$ cat src/rtl/stream_wb_burst_writer_if.sv
`default_nettype none
// ============================================================================
// stream_wb_burst_writer_if : stream sink + Wishbone B4 write-master bundle
// Revision 1.0
// ============================================================================
interface stream_wb_burst_writer_if #(
    parameter int AW = 32,
    parameter int DW = 32
);
    logic [DW-1:0]   stream_s_data_i;
    logic            stream_s_valid_i;
    logic            stream_s_ready_o;

    logic [AW-1:0]   wbm_adr_o;
    logic [DW-1:0]   wbm_dat_o;
    logic [DW/8-1:0] wbm_sel_o;
    logic            wbm_we_o;
    logic            wbm_cyc_o;
    logic            wbm_stb_o;
    logic [2:0]      wbm_cti_o;
    logic [1:0]      wbm_bte_o;
    logic            wbm_ack_i;
    logic            wbm_err_i;

    modport master (
        input  stream_s_data_i,
        input  stream_s_valid_i,
        output stream_s_ready_o,
        output wbm_adr_o,
        output wbm_dat_o,
        output wbm_sel_o,
        output wbm_we_o,
        output wbm_cyc_o,
        output wbm_stb_o,
        output wbm_cti_o,
        output wbm_bte_o,
        input  wbm_ack_i,
        input  wbm_err_i
    );

    modport slave (
        output stream_s_data_i,
        output stream_s_valid_i,
        input  stream_s_ready_o,
        input  wbm_adr_o,
        input  wbm_dat_o,
        input  wbm_sel_o,
        input  wbm_we_o,
        input  wbm_cyc_o,
        input  wbm_stb_o,
        input  wbm_cti_o,
        input  wbm_bte_o,
        output wbm_ack_i,
        output wbm_err_i
    );
endinterface
`default_nettype wire

$ cat src/rtl/stream_wb_burst_writer.sv
`default_nettype none
// ============================================================================
// stream_wb_burst_writer : valid/ready word stream -> Wishbone B4 linear bursts
// Revision 1.0
// ============================================================================
module stream_wb_burst_writer #(
    parameter int AW        = 32,
    parameter int DW        = 32,
    parameter int BURST_LEN = 16
) (
    input  logic          clk,
    input  logic          rst_n,
    input  logic          cfg_start_i,
    input  logic [AW-1:0] cfg_adr_i,
    input  logic [AW-1:0] cfg_len_i,
    output logic          busy_o,
    output logic          done_o,
    output logic          err_o,
    stream_wb_burst_writer_if.master bus
);
    localparam int                  c_BEAT_W   = $clog2(BURST_LEN) + 1;
    localparam logic [AW-1:0]       c_STEP     = AW'(DW / 8);
    localparam logic [AW-1:0]       c_BURST_AW = AW'(BURST_LEN);
    localparam logic [c_BEAT_W-1:0] c_BURST_BW = c_BEAT_W'(BURST_LEN);

    typedef enum logic [1:0] {
        S_IDLE   = 2'd0,
        S_ACTIVE = 2'd1,
        S_GAP    = 2'd2
    } state_t;

    state_t                r_state;
    state_t                w_state_next;

    logic                  r_hold_valid;
    logic [DW-1:0]         r_hold_data;
    logic [AW-1:0]         r_addr;
    logic [AW-1:0]         r_words_left;
    logic [AW-1:0]         r_words_in;
    logic [c_BEAT_W-1:0]   r_beat;
    logic [c_BEAT_W-1:0]   r_burst;
    logic                  r_cyc;
    logic                  r_err;
    logic                  r_done;

    logic                  w_stb;
    logic                  w_ack;
    logic                  w_err;
    logic                  w_last;
    logic                  w_ready;
    logic                  w_accept;
    logic                  w_load;
    logic                  w_rearm;
    logic                  w_done_set;
    logic                  w_err_set;
    logic                  w_err_clr;

    function automatic logic [c_BEAT_W-1:0] f_burst(input logic [AW-1:0] n);
        f_burst = (n > c_BURST_AW) ? c_BURST_BW : n[c_BEAT_W-1:0];
    endfunction

    assign w_stb    = (r_state == S_ACTIVE) && r_hold_valid;
    // An error on the same beat as an ack wins; the beat is not counted.
    assign w_err    = w_stb && bus.wbm_err_i;
    assign w_ack    = w_stb && bus.wbm_ack_i && !bus.wbm_err_i;
    assign w_last   = (r_beat == (r_burst - c_BEAT_W'(1)));
    assign w_ready  = (r_state == S_ACTIVE) && (r_words_in != '0) &&
                      (!r_hold_valid || (w_stb && bus.wbm_ack_i));
    assign w_accept = w_ready && bus.stream_s_valid_i;

    always_ff @(posedge clk or negedge rst_n) begin
        if (!rst_n) begin
            r_state <= S_IDLE;
        end else begin
            r_state <= w_state_next;
        end
    end

    always_comb begin
        w_state_next = r_state;
        w_load       = 1'b0;
        w_rearm      = 1'b0;
        w_done_set   = 1'b0;
        w_err_set    = 1'b0;
        w_err_clr    = 1'b0;
        case (r_state)
            S_IDLE: begin
                if (cfg_start_i) begin
                    w_err_clr = 1'b1;
                    if (cfg_len_i != '0) begin
                        w_load       = 1'b1;
                        w_state_next = S_ACTIVE;
                    end else begin
                        w_done_set = 1'b1;
                    end
                end
            end
            S_ACTIVE: begin
                if (w_err) begin
                    w_err_set    = 1'b1;
                    w_done_set   = 1'b1;
                    w_state_next = S_IDLE;
                end else if (w_ack && w_last) begin
                    w_state_next = S_GAP;
                end
            end
            S_GAP: begin
                if (r_words_left == '0) begin
                    w_done_set   = 1'b1;
                    w_state_next = S_IDLE;
                end else begin
                    w_rearm      = 1'b1;
                    w_state_next = S_ACTIVE;
                end
            end
            default: begin
                w_state_next = S_IDLE;
            end
        endcase
    end

    always_ff @(posedge clk or negedge rst_n) begin
        if (!rst_n) begin
            r_hold_valid <= 1'b0;
            r_hold_data  <= '0;
            r_addr       <= '0;
            r_words_left <= '0;
            r_words_in   <= '0;
            r_beat       <= '0;
            r_burst      <= '0;
            r_cyc        <= 1'b0;
            r_err        <= 1'b0;
            r_done       <= 1'b0;
        end else begin
            r_done <= w_done_set;
            if (w_err_set) begin
                r_err <= 1'b1;
            end else if (w_err_clr) begin
                r_err <= 1'b0;
            end

            // Cycle stays asserted across stream stalls until the last beat is acked.
            r_cyc <= (r_state == S_ACTIVE) && (w_state_next == S_ACTIVE) &&
                     (r_cyc || w_stb);

            if (w_load) begin
                r_addr       <= cfg_adr_i;
                r_words_left <= cfg_len_i;
                r_words_in   <= cfg_len_i;
                r_beat       <= '0;
                r_burst      <= f_burst(cfg_len_i);
                r_hold_valid <= 1'b0;
            end else if (w_err) begin
                r_hold_valid <= 1'b0;
                r_words_left <= '0;
                r_words_in   <= '0;
                r_beat       <= '0;
            end else begin
                if (w_ack) begin
                    r_addr       <= r_addr + c_STEP;
                    r_words_left <= r_words_left - AW'(1);
                    r_beat       <= r_beat + c_BEAT_W'(1);
                end
                if (w_rearm) begin
                    r_beat  <= '0;
                    r_burst <= f_burst(r_words_left);
                end
                if (w_accept) begin
                    r_hold_valid <= 1'b1;
                    r_hold_data  <= bus.stream_s_data_i;
                    r_words_in   <= r_words_in - AW'(1);
                end else if (w_ack) begin
                    r_hold_valid <= 1'b0;
                end
            end
        end
    end

    assign busy_o               = (r_state != S_IDLE);
    assign done_o               = r_done;
    assign err_o                = r_err;

    assign bus.stream_s_ready_o = w_ready;
    assign bus.wbm_adr_o        = r_addr;
    assign bus.wbm_dat_o        = r_hold_data;
    assign bus.wbm_sel_o        = '1;
    assign bus.wbm_we_o         = 1'b1;
    assign bus.wbm_stb_o        = w_stb;
    assign bus.wbm_cyc_o        = (r_state == S_ACTIVE) && (r_cyc || r_hold_valid);
    assign bus.wbm_cti_o        = w_stb ? (w_last ? 3'b111 : 3'b010) : 3'b000;
    assign bus.wbm_bte_o        = 2'b00;

endmodule
`default_nettype wire

$ cat src/flat_wrapper.sv
// flat-port wrapper written by rule: the top's interface ports become plain ports
module stream_wb_burst_writer_flat 
#(
    parameter int AW        = 32,
    parameter int DW        = 32,
    parameter int BURST_LEN = 16
)
  (clk, rst_n, cfg_start_i, cfg_adr_i, cfg_len_i, busy_o, done_o, err_o, bus_stream_s_data_i, bus_stream_s_valid_i, bus_stream_s_ready_o, bus_wbm_adr_o, bus_wbm_dat_o, bus_wbm_sel_o, bus_wbm_we_o, bus_wbm_cyc_o, bus_wbm_stb_o, bus_wbm_cti_o, bus_wbm_bte_o, bus_wbm_ack_i, bus_wbm_err_i);
  stream_wb_burst_writer_if #(.AW(AW), .DW(DW)) bus_i ();
  input  logic clk;
  input  logic rst_n;
  input  logic cfg_start_i;
  input  logic [AW-1:0] cfg_adr_i;
  input  logic [AW-1:0] cfg_len_i;
  output logic busy_o;
  output logic done_o;
  output logic err_o;
  input wire logic [$bits(bus_i.stream_s_data_i)-1:0] bus_stream_s_data_i;
  input wire logic [$bits(bus_i.stream_s_valid_i)-1:0] bus_stream_s_valid_i;
  output wire logic [$bits(bus_i.stream_s_ready_o)-1:0] bus_stream_s_ready_o;
  output wire logic [$bits(bus_i.wbm_adr_o)-1:0] bus_wbm_adr_o;
  output wire logic [$bits(bus_i.wbm_dat_o)-1:0] bus_wbm_dat_o;
  output wire logic [$bits(bus_i.wbm_sel_o)-1:0] bus_wbm_sel_o;
  output wire logic [$bits(bus_i.wbm_we_o)-1:0] bus_wbm_we_o;
  output wire logic [$bits(bus_i.wbm_cyc_o)-1:0] bus_wbm_cyc_o;
  output wire logic [$bits(bus_i.wbm_stb_o)-1:0] bus_wbm_stb_o;
  output wire logic [$bits(bus_i.wbm_cti_o)-1:0] bus_wbm_cti_o;
  output wire logic [$bits(bus_i.wbm_bte_o)-1:0] bus_wbm_bte_o;
  input wire logic [$bits(bus_i.wbm_ack_i)-1:0] bus_wbm_ack_i;
  input wire logic [$bits(bus_i.wbm_err_i)-1:0] bus_wbm_err_i;
  assign bus_i.stream_s_data_i = bus_stream_s_data_i;
  assign bus_i.stream_s_valid_i = bus_stream_s_valid_i;
  assign bus_stream_s_ready_o = bus_i.stream_s_ready_o;
  assign bus_wbm_adr_o = bus_i.wbm_adr_o;
  assign bus_wbm_dat_o = bus_i.wbm_dat_o;
  assign bus_wbm_sel_o = bus_i.wbm_sel_o;
  assign bus_wbm_we_o = bus_i.wbm_we_o;
  assign bus_wbm_cyc_o = bus_i.wbm_cyc_o;
  assign bus_wbm_stb_o = bus_i.wbm_stb_o;
  assign bus_wbm_cti_o = bus_i.wbm_cti_o;
  assign bus_wbm_bte_o = bus_i.wbm_bte_o;
  assign bus_i.wbm_ack_i = bus_wbm_ack_i;
  assign bus_i.wbm_err_i = bus_wbm_err_i;
  stream_wb_burst_writer #(.AW(AW), .DW(DW), .BURST_LEN(BURST_LEN)) u_core (.clk(clk), .rst_n(rst_n), .cfg_start_i(cfg_start_i), .cfg_adr_i(cfg_adr_i), .cfg_len_i(cfg_len_i), .busy_o(busy_o), .done_o(done_o), .err_o(err_o), .bus(bus_i));
endmodule
$ cat config.mk
export PLATFORM = sky130hd
export DESIGN_NAME = stream_wb_burst_writer_flat
export DESIGN_NICKNAME = d
export VERILOG_FILES = /design/src/rtl/stream_wb_burst_writer_if.sv /design/src/rtl/stream_wb_burst_writer.sv /design/src/flat_wrapper.sv
export SDC_FILE = /design/constraint.sdc
export NUM_CORES = 1
export LEC_CHECK = 0
export BUFFER_PORTS_ARGS = -buffer_cell sky130_fd_sc_hd__buf_2
export CAP_MARGIN = 15
export CORE_MARGIN = 4
export CORE_UTILIZATION = 56
export CTS_BUF_LIST = sky130_fd_sc_hd__clkbuf_8
export DETAILED_ROUTE_END_ITERATION = 8
export GPL_TIMING_DRIVEN = 1
export PLACE_DENSITY = 0.83
export SYNTH_ARGS = -nofsm -noshare
export SYNTH_HDL_FRONTEND = slang
export SYNTH_SLANG_ARGS = --single-unit
$ cat constraint.sdc
create_clock -name clk -period 3.4 [get_ports clk]
set_input_delay 0.17 -clock clk [delete_from_list [all_inputs] [get_ports clk]]
set_output_delay 0.17 -clock clk [all_outputs]
set_load 0.005 [all_outputs]
# Yosys cells after proc, flatten, opt, wreduce, memory -nomap -nowiden

Cells that the tools add are included.

Register bits: 144
Latch bits: 0
Bits in writable memories: 0
ROM bits: 0
Input bits: 102
Output and inout bits: 80
Word-level logic and storage cells: 101
Memories kept: 0

Add/sub/neg operators: 5
$mul: 0
Divide/modulo/power cells: 0
Magnitude comparators: 2
Equality and inequality tests: 5
Shifts and indexed selects: 0
Mux-type cells: 45
Bitwise logic cells: 2
Reduce and logical (&&, ||, !) cells: 31

Operators by type and width:

| cell                                                | count |
|---|---|
| 2-to-1 mux 32 bit                                   | 9 |
| > comparator 32 x 5 -> 1 bit, second input constant | 2 |
| nonzero test 32 bit                                 | 2 |
| subtractor 32 x 1 -> 32 bit, second input constant  | 2 |
| 2-to-1 mux 5 bit                                    | 9 |
| adder 32 x 3 -> 32 bit, second input constant       | 1 |
| logical NOT 32 bit                                  | 1 |
| 2-to-1 mux 1 bit                                    | 19 |
| logical AND 1 bit                                   | 11 |
| 2-to-1 mux 2 bit                                    | 4 |
| nonzero test 2 bit                                  | 4 |
| nonzero test 4 bit                                  | 2 |
| 2-to-1 mux 3 bit                                    | 2 |
| case mux 2 bit (3 select lines)                     | 1 |
| nonzero test 3 bit                                  | 2 |
| adder 5 x 1 -> 5 bit, second input constant         | 1 |
| == test 5 bit                                       | 1 |
| subtractor 5 x 1 -> 5 bit, second input constant    | 1 |
| == test 2 x 1 -> 1 bit, second input constant       | 2 |
| AND reduction 2 bit                                 | 2 |
| logical OR 1 bit                                    | 3 |
| case mux 1 bit (3 select lines)                     | 1 |
| AND reduction 3 bit                                 | 1 |
| == test 2 bit, second input constant                | 1 |
| 4 further kinds                                     | 6 |

# Depth between registers and ports, before layout

Depth after elaboration: 11
Depth in mapped cells: 9
Gate-level depth less buffers: 8

# Least setup slack after synthesis

Ideal clock, no wire load.

Kind: flip-flop to flip-flop
Start: register u_core.r_words_left[0]
End: register u_core.r_words_left[22]
Library setup time: 0.129 ns
Arrival time: 2.251 ns
Path slack: 1.020 ns
Cell stages (with the launch flop): 9
Path buffers: 0
Clock period less this slack: 2.380 ns
Cell sequence: dfrtp_1 > inv_1 > ha_1 > or3b_2 > or3_1 > nor3_2 > nor3b_1 > xnor2_1 > o21ai_1

Longest elaborated chain between the ends: 4

RTL lines:

| what                        | RTL line                      | text |
|---|---|---|
| start, declared             | stream_wb_burst_writer.sv:38  | `logic [AW-1:0] r_words_left;` |
| start signal, assigned      | stream_wb_burst_writer.sv:148 | `r_words_left <= cfg_len_i;` |
| start signal, assigned      | stream_wb_burst_writer.sv:161 | `r_words_left <= r_words_left - AW'(1);` |
| subtractor 32 x 1 -> 32 bit | stream_wb_burst_writer.sv:161 |  |
| 2-to-1 mux 32 bit           | stream_wb_burst_writer.sv:159 | `if (w_ack) begin` |
| 2-to-1 mux 32 bit           | stream_wb_burst_writer.sv:153 | `end else if (w_err) begin` |
| 2-to-1 mux 32 bit           | stream_wb_burst_writer.sv:146 | `if (w_load) begin` |

No other way between the ends. The select of a mux whose other input is x is not followed.
A chain may end at the register's enable or synchronous reset.

# Worst setup path in the final report

Start: register u_core.r_words_in[0]
End: output bus_stream_s_ready_o

Longest elaborated chain between the ends: 3

RTL lines:

| what                           | RTL line                      | text |
|---|---|---|
| start, declared                | stream_wb_burst_writer.sv:39  | `logic [AW-1:0] r_words_in;` |
| start signal, assigned         | stream_wb_burst_writer.sv:149 | `r_words_in <= cfg_len_i;` |
| start signal, assigned         | stream_wb_burst_writer.sv:171 | `r_words_in <= r_words_in - AW'(1);` |
| nonzero test 32 bit            | stream_wb_burst_writer.sv:67  | `assign w_ready = (r_state == S_ACTIVE) && (r_words_in != '0) &&` |
| logical AND 1 bit (2 in a row) | stream_wb_burst_writer.sv:67  |  |
| end, declared                  | flat_wrapper.sv:20            | `output wire logic [$bits(bus_i.stream_s_ready_o)-1:0] bus_stream_s_ready_o;` |

No other way between the ends.

==> run summary <==
status -> completed
DIE HEIGHT -> 126 µm
Cells after Synth -> 823
post-route cell area -> 9980 µm²
xor and xnor area share after synthesis -> 6.67%
Top Ports -> 182
adder-cell area share of the yosys netlist -> 0.807%
Worst Hold Class -> primary input to flip-flop
synth-to-layout area growth -> 28.8%
compound-gate portion of the synthesized area -> 14.8%
post-synthesis async set-or-reset flop share -> 100%
Seq/Total Area, Yosys -> 46.5%
routability cong. -> 0.920
Post-synth EDFFs -> 0
Worst EP required -> 3.23 ns
core area -> 13400 µm²
top cell type's share of synthesized area -> 46.5%
initial antenna violation count -> 1
first-pass GRT wire length -> 40900 µm
peak per-stage delay on the critical path -> 0.58 ns
commonest non-fill, non-tap cell in the layout -> buf_2
CP delay by family, top -> simple AND/OR/NAND/NOR gates
worst slew pin tran -> 1.03 ns
min setup slack post-route -> 0.413 ns
Final ANT Viol Nets -> 0
Layout Skew -> 0.0172 ns
Multi-input gate area -> 3910 µm²
Synth Area per Inst -> 9.42 µm²
PwrDens -> 794 nW/µm²
Max Fclk -> 335 MHz
htree depth -> 4
Worst-path clk slew -> 0.08 ns
# placed instances -> 1157
Max-Cap Viols -> 0
1st-iter DRT viols -> 876
reg2reg path depth -> 8
Fillers -> 930
Remaining DRCs -> 0
Crit. End Element -> output pin
CP Cell Sequence -> inv_1 > ha_1 > nor4b_1 > nand4_1 > or3_1 > and3_1 > buf_2
Avg Vias per Cell -> 6.14
largest family of logic cells by synthesized area -> simple AND/OR/NAND/NOR gates
post-CTS sizing -> 0
Finished Core Util -> 74.5%
clk buf depth -> 2
Setup Viol. Count Final -> 0
Min-Delay Path Depth -> 3
vias in the first global route -> 7858
Inserted Diodes -> 0
crit-path max FO -> 9
CTS tree -> done
Tmin final -> 2.99 ns
Arr. time, crit path -> 2.82 ns
Reg area -> 3600 µm²
via count -> 7782
# port buffers -> 174
row cnt -> 42
CP Launch Type -> flip-flop
ys flop type -> dfrtp_1
Max VDD drop -> 0.418 mV
post-DP HPWL -> 16100 µm
die width -> 126 µm
setup tns final -> 0 ns
most area-consuming cells after synthesis -> dfrtp_1 46%, nand2_1 5.4%, o21ai_0 5.0%
drt pass-1 iters -> 6
Period Utilization, post-route -> 87.8%
post-CTS setup buffer count -> 0
share of cells above drive strength 1 -> 25.6%
crit path buf inv count -> 2
DP Worst Slack -> 0.716 ns
final non-filler cell total -> 1267
cell accounting for the most synthesized area -> dfrtp_1
Num CTS Buffers -> 17
Netlist Area Pre-Place -> 7750 µm²
grt total ovfl -> 0
WL/cell -> 20.1 µm
Ys Warns -> 0
Initial Util -> 57.9%
final hold vios -> 0
#FFs+latches synth -> 144
Slew HR -> 31.0%
GR Util All Layers -> 32.4%
Pleak -> 4.36 nW
Hold WS -> 0.0274 ns
Setup CP Type -> flip-flop to output pin
total power -> 7.93 mW
critical path depth -> 7
# nets final -> 1186
CTS Sinks -> 144
most frequent cells in the layout -> 173 x buf_2, 144 x dfrtp_1, 111 x nand2_1
Slowest-stage cell, CP -> or3_1
hold_buf cts -> 79
Distinct cells, synth -> 65
unrepaired setup endpoints after global routing -> false
DP Area -> 8820 µm²
Simple-Gate Fraction of Synth Area -> 23.1%
worst skew pair latency -> 0.47 ns
Slew Limit Fails -> 0
largest net degree at the start of global routing -> 114
mux cell area share after synthesis -> 4.65%
Post-Route WL -> 25500 µm
Die ar. -> 15800 µm²
root buf cell -> clkbuf_8
## sequential cells by signal (all words and copies together), names as in the netlist
signal	cells
u_core.bus.wbm_adr_o	32
u_core.bus.wbm_dat_o	32
u_core.done_o	1
u_core.err_o	1
u_core.r_beat	5
u_core.r_burst	5
u_core.r_cyc	1
u_core.r_hold_valid	1
u_core.r_state	2
u_core.r_words_in	32
u_core.r_words_left	32
## layout make-up
class | count | share of cell area, %
well taps | 176 | 2.21
inverters | 15 | 0.564
repair buffers | 271 | 18.2
multi-input cells | 630 | 39.2
clock inverters | 12 | 1.13
flip-flops and latches | 144 | 36.1
clock buffers | 19 | 2.62
## per-layer routing
layer / global-route usage, % / routed length (µm)
met5: 0 / 15
met4: 16.2 / 1180
met3: 9.10 / 2400
met2: 53.9 / 12600
met1: 38.6 / 9310
## power breakdown
part           total, mW  internal, mW  switching (mW)
Sequential          3.28          2.47           0.810
Combinational       3.33          1.49            1.84
Clock               1.32         0.615           0.707
## cells in the mapped netlist, types with 14 or more instances
| library cell | count |
|---|---|
| o21ai_0 | 78 |
| dfrtp_1 | 144 |
| nor2_1 | 56 |
| xor2_1 | 30 |
| mux2_2 | 32 |
| nor3_1 | 39 |
| nor4_1 | 23 |
| or3_1 | 14 |
| inv_1 | 15 |
| xnor2_1 | 29 |
| nand3_1 | 28 |
| a21oi_1 | 26 |
| nand2_1 | 111 |
| nand4_1 | 19 |
| clkbuf_1 | 25 |
## worst register-to-register path, cell delays in order, from the launching register on
cell and delay (ns):
dfrtp_1 0.43, inv_1 0.08, ha_1 0.19, or3b_2 0.49
or3_1 0.42, nor3_2 0.44, a31oi_1 0.15, o21ai_0 0.22
o311ai_0 0.19
## cells by family (layout without fill, tap and decap cells)
logic type / count (synthesis) / after routing
buffers and inverters: 54 / 317
DFF: 144 / 144
other: 2 / 7
and+or+nand+nor: 350 / 350
AOI/OAI and AO/OA: 177 / 177
xor gates and xnor gates: 59 / 59
muxes: 32 / 32
adders and majority gates: 5 / 5
## final timing paths
kind | startpoint | endpoint | slack, ns
setup / recovery | u_core.r_words_in[0] | bus_stream_s_ready_o | 0.41
max in group asynchronous | rst_n | u_core.bus.wbm_dat_o[1] | 2.13
setup reg to reg | u_core.r_words_left[0] | u_core.r_words_left[20] | 0.66
hold / removal | cfg_len_i[14] | u_core.r_words_in[14] | 0.03
hold reg to reg | u_core.bus.wbm_adr_o[0] | u_core.bus.wbm_adr_o[0] | 0.49
min in group asynchronous | rst_n | u_core.r_words_in[22] | 0.40
Power figures use the tool's default switching activity.
